**config.mk**
```make
export PLATFORM = sky130hd
export DESIGN_NAME = trng_req_arbiter
export DESIGN_NICKNAME = d
export VERILOG_FILES = /design/src/rtl/trng_pkg.sv /design/src/rtl/trng_rr_pick.sv /design/src/rtl/trng_req_arbiter.sv
export SDC_FILE = /design/constraint.sdc
export NUM_CORES = 1
export LEC_CHECK = 0
export BUFFER_PORTS_ARGS = -buffer_cell sky130_fd_sc_hd__buf_2
export CAP_MARGIN = 20
export CORE_MARGIN = 10
export CORE_UTILIZATION = 50
export DETAILED_ROUTE_END_ITERATION = 8
export PLACE_DENSITY = 0.81
export SKIP_LAST_GASP = 1
export SYNTH_ARGS = -nofsm -noshare
export SYNTH_HDL_FRONTEND = slang
export SYNTH_SLANG_ARGS = --single-unit
export TNS_END_PERCENT = 5
```
**constraint.sdc**
```tcl
create_clock -name clk -period 5.1 [get_ports clk]
set_input_delay 0.255 -clock clk [delete_from_list [all_inputs] [get_ports clk]]
set_output_delay 0.255 -clock clk [all_outputs]
set_load 0.01 [all_outputs]
```
**src/rtl/trng_pkg.sv**
```systemverilog
// ---------------------------------------------------------------------------
// trng_pkg
// Shared types and constants for the TRNG request arbiter.
//   - trng_state_e : arbiter FSM states (FAULT only reachable with the
//                    TRNG_HEALTH_EN build macro)
//   - TRNG_BYTE_W  : width of the TRNG byte stream
//   - default REFRESH_CYCLES / REP_LIMIT values
// ---------------------------------------------------------------------------
package trng_pkg;

    localparam int TRNG_BYTE_W             = 8;
    localparam int TRNG_REFRESH_CYCLES_DEF = 9;
    localparam int TRNG_REP_LIMIT_DEF      = 32;

    typedef enum logic [1:0] {
        ST_IDLE    = 2'd0,
        ST_COLLECT = 2'd1,
        ST_DELIVER = 2'd2,
        ST_FAULT   = 2'd3
    } trng_state_e;

endpackage

```
**src/rtl/trng_rr_pick.sv**
```systemverilog
// ---------------------------------------------------------------------------
// trng_rr_pick
// Combinational round-robin picker: selects the first set bit of eff_req_i
// searching upward from rr_ptr_i, wrapping modulo NUM_REQ.
// Ports:
//   eff_req_i [NUM_REQ] : requests eligible this cycle
//   rr_ptr_i  [IDX_W]   : index with highest priority
//   grant_o   [NUM_REQ] : one-hot winner (all zero when no request)
//   idx_o     [IDX_W]   : index of the winner (0 when no request)
// ---------------------------------------------------------------------------
module trng_rr_pick
    import trng_pkg::*;
#(
    parameter int NUM_REQ = 4,
    parameter int IDX_W   = 2
) (
    input  logic [NUM_REQ-1:0] eff_req_i,
    input  logic [IDX_W-1:0]   rr_ptr_i,
    output logic [NUM_REQ-1:0] grant_o,
    output logic [IDX_W-1:0]   idx_o
);

    logic found_s;
    int   pos_s;

    // Rotating priority search; found_s blocks every candidate after the first hit.
    always_comb begin
        grant_o = '0;
        idx_o   = '0;
        found_s = 1'b0;
        pos_s   = 0;
        for (int i = 0; i < NUM_REQ; i++) begin
            pos_s          = int'(rr_ptr_i) + i;
            pos_s          = (pos_s >= NUM_REQ) ? (pos_s - NUM_REQ) : pos_s;
            grant_o[pos_s] = ~found_s & eff_req_i[pos_s];
            idx_o          = (~found_s & eff_req_i[pos_s]) ? IDX_W'(pos_s) : idx_o;
            found_s        = found_s | eff_req_i[pos_s];
        end
    end

endmodule

```
**src/rtl/trng_req_arbiter.sv**
```systemverilog
// ---------------------------------------------------------------------------
// trng_req_arbiter
// Shares one TRNG byte stream among NUM_REQ consumers. A byte is delivered
// only after REFRESH_CYCLES edges of new entropy since the last delivery;
// grants rotate round-robin.
// Build macro: TRNG_HEALTH_EN enables the repetition-count health test and
// the absorbing FAULT state; without it health_fail is constant 0.
// Ports:
//   clk         : system clock, rising edge
//   reset       : asynchronous, active-high
//   trng_byte   : random byte from the trng instance
//   req         : level requests, held until acked
//   ack         : registered one-hot, one-cycle pulse qualifying rdata
//   rdata       : delivered byte, valid while any ack bit is high
//   busy        : registered, high whenever the FSM is not IDLE
//   health_fail : sticky health-test failure
// ---------------------------------------------------------------------------
module trng_req_arbiter
    import trng_pkg::*;
#(
    parameter int NUM_REQ        = 4,
    parameter int REFRESH_CYCLES = TRNG_REFRESH_CYCLES_DEF,
    parameter int REP_LIMIT      = TRNG_REP_LIMIT_DEF
) (
    input  logic                   clk,
    input  logic                   reset,
    input  logic [TRNG_BYTE_W-1:0] trng_byte,
    input  logic [NUM_REQ-1:0]     req,
    output logic [NUM_REQ-1:0]     ack,
    output logic [TRNG_BYTE_W-1:0] rdata,
    output logic                   busy,
    output logic                   health_fail
);

    localparam int                CNT_W     = $clog2(REFRESH_CYCLES + 1);
    localparam int                IDX_W     = (NUM_REQ > 1) ? $clog2(NUM_REQ) : 1;
    localparam logic [CNT_W-1:0]  FRESH_MAX = CNT_W'(REFRESH_CYCLES);
    localparam logic [IDX_W-1:0]  LAST_IDX  = IDX_W'(NUM_REQ - 1);

    // Out-of-range parameters elaborate this empty marker block so they are
    // easy to spot in an elaborated hierarchy.
    if (NUM_REQ < 2 || NUM_REQ > 8 || REFRESH_CYCLES < 2 || REP_LIMIT < 1) begin : g_param_out_of_range
    end

    trng_state_e            state_q, state_d;
    logic [CNT_W-1:0]       fresh_cnt_q, fresh_cnt_d;
    logic [IDX_W-1:0]       rr_ptr_q, rr_ptr_d;
    logic [NUM_REQ-1:0]     ack_q, ack_d;
    logic [TRNG_BYTE_W-1:0] rdata_q, rdata_d;
    logic                   busy_q, busy_d;
    logic                   health_fail_q, health_fail_d;

    logic [NUM_REQ-1:0]     eff_req_s;
    logic                   fresh_s;
    logic                   grant_s;
    logic [NUM_REQ-1:0]     pick_grant_s;
    logic [IDX_W-1:0]       pick_idx_s;

    // The requester currently being acked is masked so it may drop late.
    assign eff_req_s = req & ~ack_q;
    assign fresh_s   = (fresh_cnt_q == FRESH_MAX);

    trng_rr_pick #(
        .NUM_REQ (NUM_REQ),
        .IDX_W   (IDX_W)
    ) u_pick (
        .eff_req_i (eff_req_s),
        .rr_ptr_i  (rr_ptr_q),
        .grant_o   (pick_grant_s),
        .idx_o     (pick_idx_s)
    );

`ifdef TRNG_HEALTH_EN
    localparam int               REP_W   = $clog2(REP_LIMIT + 1);
    localparam logic [REP_W-1:0] REP_MAX = REP_W'(REP_LIMIT);

    logic [TRNG_BYTE_W-1:0] prev_byte_q;
    logic [REP_W-1:0]       rep_cnt_q, rep_cnt_d;

    // Repetition count of consecutive equal bytes, saturating at REP_LIMIT.
    always_comb begin
        rep_cnt_d     = (trng_byte == prev_byte_q)
                        ? ((rep_cnt_q == REP_MAX) ? rep_cnt_q : rep_cnt_q + REP_W'(1))
                        : '0;
        health_fail_d = health_fail_q | (rep_cnt_d == REP_MAX);
    end

    // Health-test state registers.
    always_ff @(posedge clk or posedge reset) begin
        if (reset) begin
            prev_byte_q   <= '0;
            rep_cnt_q     <= '0;
            health_fail_q <= 1'b0;
        end else begin
            prev_byte_q   <= trng_byte;
            rep_cnt_q     <= rep_cnt_d;
            health_fail_q <= health_fail_d;
        end
    end
`else
    assign health_fail_d = 1'b0;
    assign health_fail_q = 1'b0;
`endif

    // Next-state, grant and datapath next values.
    always_comb begin
        state_d = state_q;
        case (state_q)
            ST_IDLE, ST_COLLECT: begin
                if (eff_req_s != '0) begin
                    state_d = fresh_s ? ST_DELIVER : ST_COLLECT;
                end else begin
                    state_d = ST_IDLE;
                end
            end
            ST_DELIVER: begin
                // fresh_cnt was just cleared, so DELIVER never repeats.
                state_d = (eff_req_s != '0) ? ST_COLLECT : ST_IDLE;
            end
`ifdef TRNG_HEALTH_EN
            ST_FAULT: begin
                state_d = ST_FAULT;
            end
`endif
            default: begin
                state_d = ST_IDLE;
            end
        endcase

`ifdef TRNG_HEALTH_EN
        state_d = health_fail_d ? ST_FAULT : state_d;
`endif

        // Entering DELIVER is the grant edge (DELIVER cannot follow itself).
        grant_s     = (state_d == ST_DELIVER);
        ack_d       = grant_s ? pick_grant_s : '0;
        rdata_d     = grant_s ? trng_byte : rdata_q;
        rr_ptr_d    = grant_s ? ((pick_idx_s == LAST_IDX) ? '0 : pick_idx_s + IDX_W'(1))
                              : rr_ptr_q;
        fresh_cnt_d = grant_s ? '0
                              : (fresh_s ? fresh_cnt_q : fresh_cnt_q + CNT_W'(1));
        busy_d      = (state_d != ST_IDLE);
    end

    // FSM state and registered outputs.
    always_ff @(posedge clk or posedge reset) begin
        if (reset) begin
            state_q     <= ST_IDLE;
            fresh_cnt_q <= '0;
            rr_ptr_q    <= '0;
            ack_q       <= '0;
            rdata_q     <= '0;
            busy_q      <= 1'b0;
        end else begin
            state_q     <= state_d;
            fresh_cnt_q <= fresh_cnt_d;
            rr_ptr_q    <= rr_ptr_d;
            ack_q       <= ack_d;
            rdata_q     <= rdata_d;
            busy_q      <= busy_d;
        end
    end

    assign ack         = ack_q;
    assign rdata       = rdata_q;
    assign busy        = busy_q;
    assign health_fail = health_fail_q;

endmodule

```
==> metrics.json <==
{
  "status": {
    "status": "completed"
  },
  "floorplan": {
    "dieWidth_microns": 72.42,
    "fp.coreArea_sq_um": 2545,
    "die-height_microns": 72.42,
    "fp.dieArea_sq_um": 5244,
    "initial_core_util": 0.5398,
    "rows": 18,
    "ios": 28
  },
  "worst_setup_path": {
    "worstPathCellList": "clkinv_1 > ha_1 > mux4_2 > nor3_1 > a21oi_1 > o21ai_1 > and3_1",
    "path_class": "reg -> reg",
    "cpMaxStageDelayCell": "sky130_fd_sc_hd__dfrtp_1",
    "worst_ep_required_time_ns": 5.36,
    "crit_fanout": 14,
    "cp.arrival_ns": 3.36,
    "max_stage_delay_on_crit_path_ns": 0.69,
    "setup.worst_path.end_class": "flop",
    "worst_setup_path_start_kind": "flop"
  },
  "global_routing": {
    "wire_length_of_the_first_global_routing_pass_microns": 5119,
    "number_of_global_route_vias_before_repair": 1151,
    "gr-usage-all-layers": 0.1172,
    "grt_max_degree": 22,
    "initial_antenna_violation_count": 0,
    "grt_overflow": 0
  },
  "logic_synthesis": {
    "synth_seq_area_share": 0.3825,
    "netlist_instances": 152,
    "number_of_library_cell_types_mapped_by_synthesis": 37,
    "ys_seq_elements": 21,
    "asyncSetResetFlopFracSynth": 1.000,
    "netlist.area_leader.share": 0.3825,
    "synth_area_per_cell_sq_um": 9.038,
    "primary_ff_master_synth": "sky130_fd_sc_hd__dfrtp_1",
    "post_synth_main_area_contributors": "sky130_fd_sc_hd__dfrtp_1, sky130_fd_sc_hd__ha_1, sky130_fd_sc_hd__nand2_1",
    "synthesis.nets": 176,
    "yosys.area.top_type": "sky130_fd_sc_hd__dfrtp_1",
    "netlist_area_sq_um": 1374,
    "warnings_from_yosys": 0,
    "synth_enable_flop_cells": 0
  },
  "cts": {
    "clock_path_buffers": 2,
    "cts_tree": "done",
    "cts_root_buffer": "sky130_fd_sc_hd__clkbuf_4",
    "cts.repair_timing.setup_buffer_count": 0,
    "numCtsBuffers": 3,
    "cts-htree-levels": 1,
    "ctsHoldBuffers": 0,
    "insertion_delay_ns": 0.32,
    "cts.clk_slew.worst_paths_ns": 0.13,
    "cts.repair.resized": 0,
    "sinks_on_the_clock_net": 21
  },
  "detailed_routing": {
    "antenna_violating_nets_post_route": 0,
    "drt-pass1-iter-count": 4,
    "detailroute.via_count": 1163,
    "detail_route.drc_violations": 0,
    "initialDrtViolationCount": 106,
    "routed_via_density": 5.757,
    "detail_route.wl_per_cell_microns": 15.11,
    "detail_route.wirelength_microns": 3052
  },
  "final_layout": {
    "finalNetCount": 197,
    "post_route_cells_drive_above_1_share": 0.2151,
    "antennaDiodeCount": 0,
    "mostFrequentLayoutCells": "sky130_fd_sc_hd__nand2_1, sky130_fd_sc_hd__buf_2, sky130_fd_sc_hd__dfrtp_1",
    "final.fill_count": 219,
    "area_growth_pct": 9.836,
    "most_common_cell_after_layout_fill_and_taps_aside": "sky130_fd_sc_hd__nand2_1"
  },
  "sta": {
    "timing_max_transition_violations_final": 0,
    "hold_violations": 0,
    "min_period_ns": 3.094,
    "final_critical_path_setup_slack_ns": 2.006,
    "timing.setup.tns_ns": 0,
    "final.period_utilization": 0.6067,
    "fin_worst_skew_ns": 0.005185,
    "setup_violations": 0,
    "max_clock_freq_mhz": 323.2,
    "max-slew-margin-rel": 0.4844,
    "grt_setup_unrepaired": "false",
    "worstMarginPinSlew_ns": 0.7726
  },
  "placed_design": {
    "place_congestion": 0.8874,
    "place.detailed.hpwl_microns": 2316,
    "dp_slack_ns": 2.079,
    "buffer_ports.inserted": 26
  },
  "worst_hold_path": {
    "min-delay-path-class": "in -> async"
  },
  "pwr": {
    "cellLeakagePower_uw": 0.0007471,
    "pwr_density_cell_nw_per_um2": 596.4,
    "vdd_drop_max_mv": 0.3389
  },
  "flow_run": {
    "maxCapViolations": 0
  }
}
-- power by group --
group / switching [uW] / internal (uW)
logic: 281 / 226
clock network: 56.6 / 30.0
registers: 73.1 / 233
total: 410 / 490
-- final timing paths --
| path | from | endpoint | slack, ns | cells after the start |
|---|---|---|---|---|
| min | reset | state_q[1]$_DFF_PP0_ | 0.05 | 2 |
| max in group asynchronous | reset | rdata[3]$_DFFE_PP0N_ | 4.57 | 2 |
| max reg2reg | flop | ack[1]$_DFF_PP0_ | 2.01 | 7 |
| max | flop | ack[1]$_DFF_PP0_ | 2.01 | 7 |
| min reg2reg | state_q[0]$_DFF_PP0_ | busy$_DFF_PP0_ | 0.45 | 1 |
| min in group clk | trng_byte[6] | rdata[6]$_DFFE_PP0N_ | 0.12 | 3 |
-- layer usage --
metal,vias to the layer above,share of wire,track usage
li1,558,-,-
met1,541,0.42,0.1445
met3,7,0.10,0.04218
met2,57,0.46,0.1817
met4,0,0.024,0.04641
met5,-,0,0
-- critical path: cells and delay by family, from the launching register on --
family                     cells  cell delay (ns)
and+or+nand+nor                2             0.54
DFF                            1             0.69
AOI/OAI and AO/OA              2             0.24
muxes                          1             0.60
buffers and inverters          1             0.40
adders and majority gates      1             0.56
-- area by class of cell --
cell class	instances	area (sq um)	share of cell area
clock inverters	1	7.507	0.004975
clock buffers	3	22.52	0.01493
flip-flops and latches	21	525.5	0.3483
inverters	5	18.77	0.01244
well taps	30	37.54	0.02488
multi-input cells	116	767.0	0.5083
repair buffers	26	130.1	0.08624
-- logic make-up (layout without fill, tap and decap cells) --
kind of cell / after synthesis / count (layout) / share of synthesized area
compound gates: 28 / 28 / 0.1175
xor+xnor: 4 / 4 / 0.02551
fa+ha+maj: 10 / 10 / 0.09107
buf+inv: 15 / 35 / 0.05919
flops: 21 / 21 / 0.3825
mux: 6 / 6 / 0.08015
other cells: 1 / 1 / 0.002730
simple gates: 67 / 67 / 0.2413
-- cell usage after synthesis, types with 2 or more instances --
cell type and instances:
sky130_fd_sc_hd__nand2_1 33, sky130_fd_sc_hd__dfrtp_1 21, sky130_fd_sc_hd__a21oi_1 14, sky130_fd_sc_hd__ha_1 10
sky130_fd_sc_hd__o21ai_0 6, sky130_fd_sc_hd__and3_1 4, sky130_fd_sc_hd__clkbuf_1 4, sky130_fd_sc_hd__mux4_2 4
sky130_fd_sc_hd__nand3_1 4, sky130_fd_sc_hd__nor2_1 4, sky130_fd_sc_hd__nor2b_1 4, sky130_fd_sc_hd__nor3b_1 4
sky130_fd_sc_hd__inv_1 3, sky130_fd_sc_hd__nor3_1 3, sky130_fd_sc_hd__xnor2_1 3, sky130_fd_sc_hd__buf_2 2
sky130_fd_sc_hd__buf_4 2, sky130_fd_sc_hd__buf_6 2, sky130_fd_sc_hd__mux2i_1 2, sky130_fd_sc_hd__nand2b_1 2
sky130_fd_sc_hd__nor4_1 2, sky130_fd_sc_hd__o211ai_1 2, sky130_fd_sc_hd__o21ai_1 2, sky130_fd_sc_hd__or2b_1 2
-- sequential cells by signal (all words and copies together), names as in the netlist, named ones only --
| register | flops |
|---|---|
| rdata | 8 |
| fresh_cnt_q | 4 |
| busy | 1 |
| state_q | 2 |
| rr_ptr_q | 1 |
| ack | 4 |
-- through the flow --
stage          std cells  hold slack [ns]  area (sq um)    util  power (uW)
2_1_floorplan        152           0.2315          1374       -       707.8
3_3_place_gp         198           0.4157          1479  0.5811       786.1
3_5_place_dp         198           0.4347          1479  0.5811       813.6
4_1_cts              202          0.07238          1509  0.5929       901.8
5_1_grt              202          0.09380          1509  0.5929       984.5
6_report             202          0.05053          1509  0.5929       900.0
Note: power is estimated with default switching activity, not from simulation.
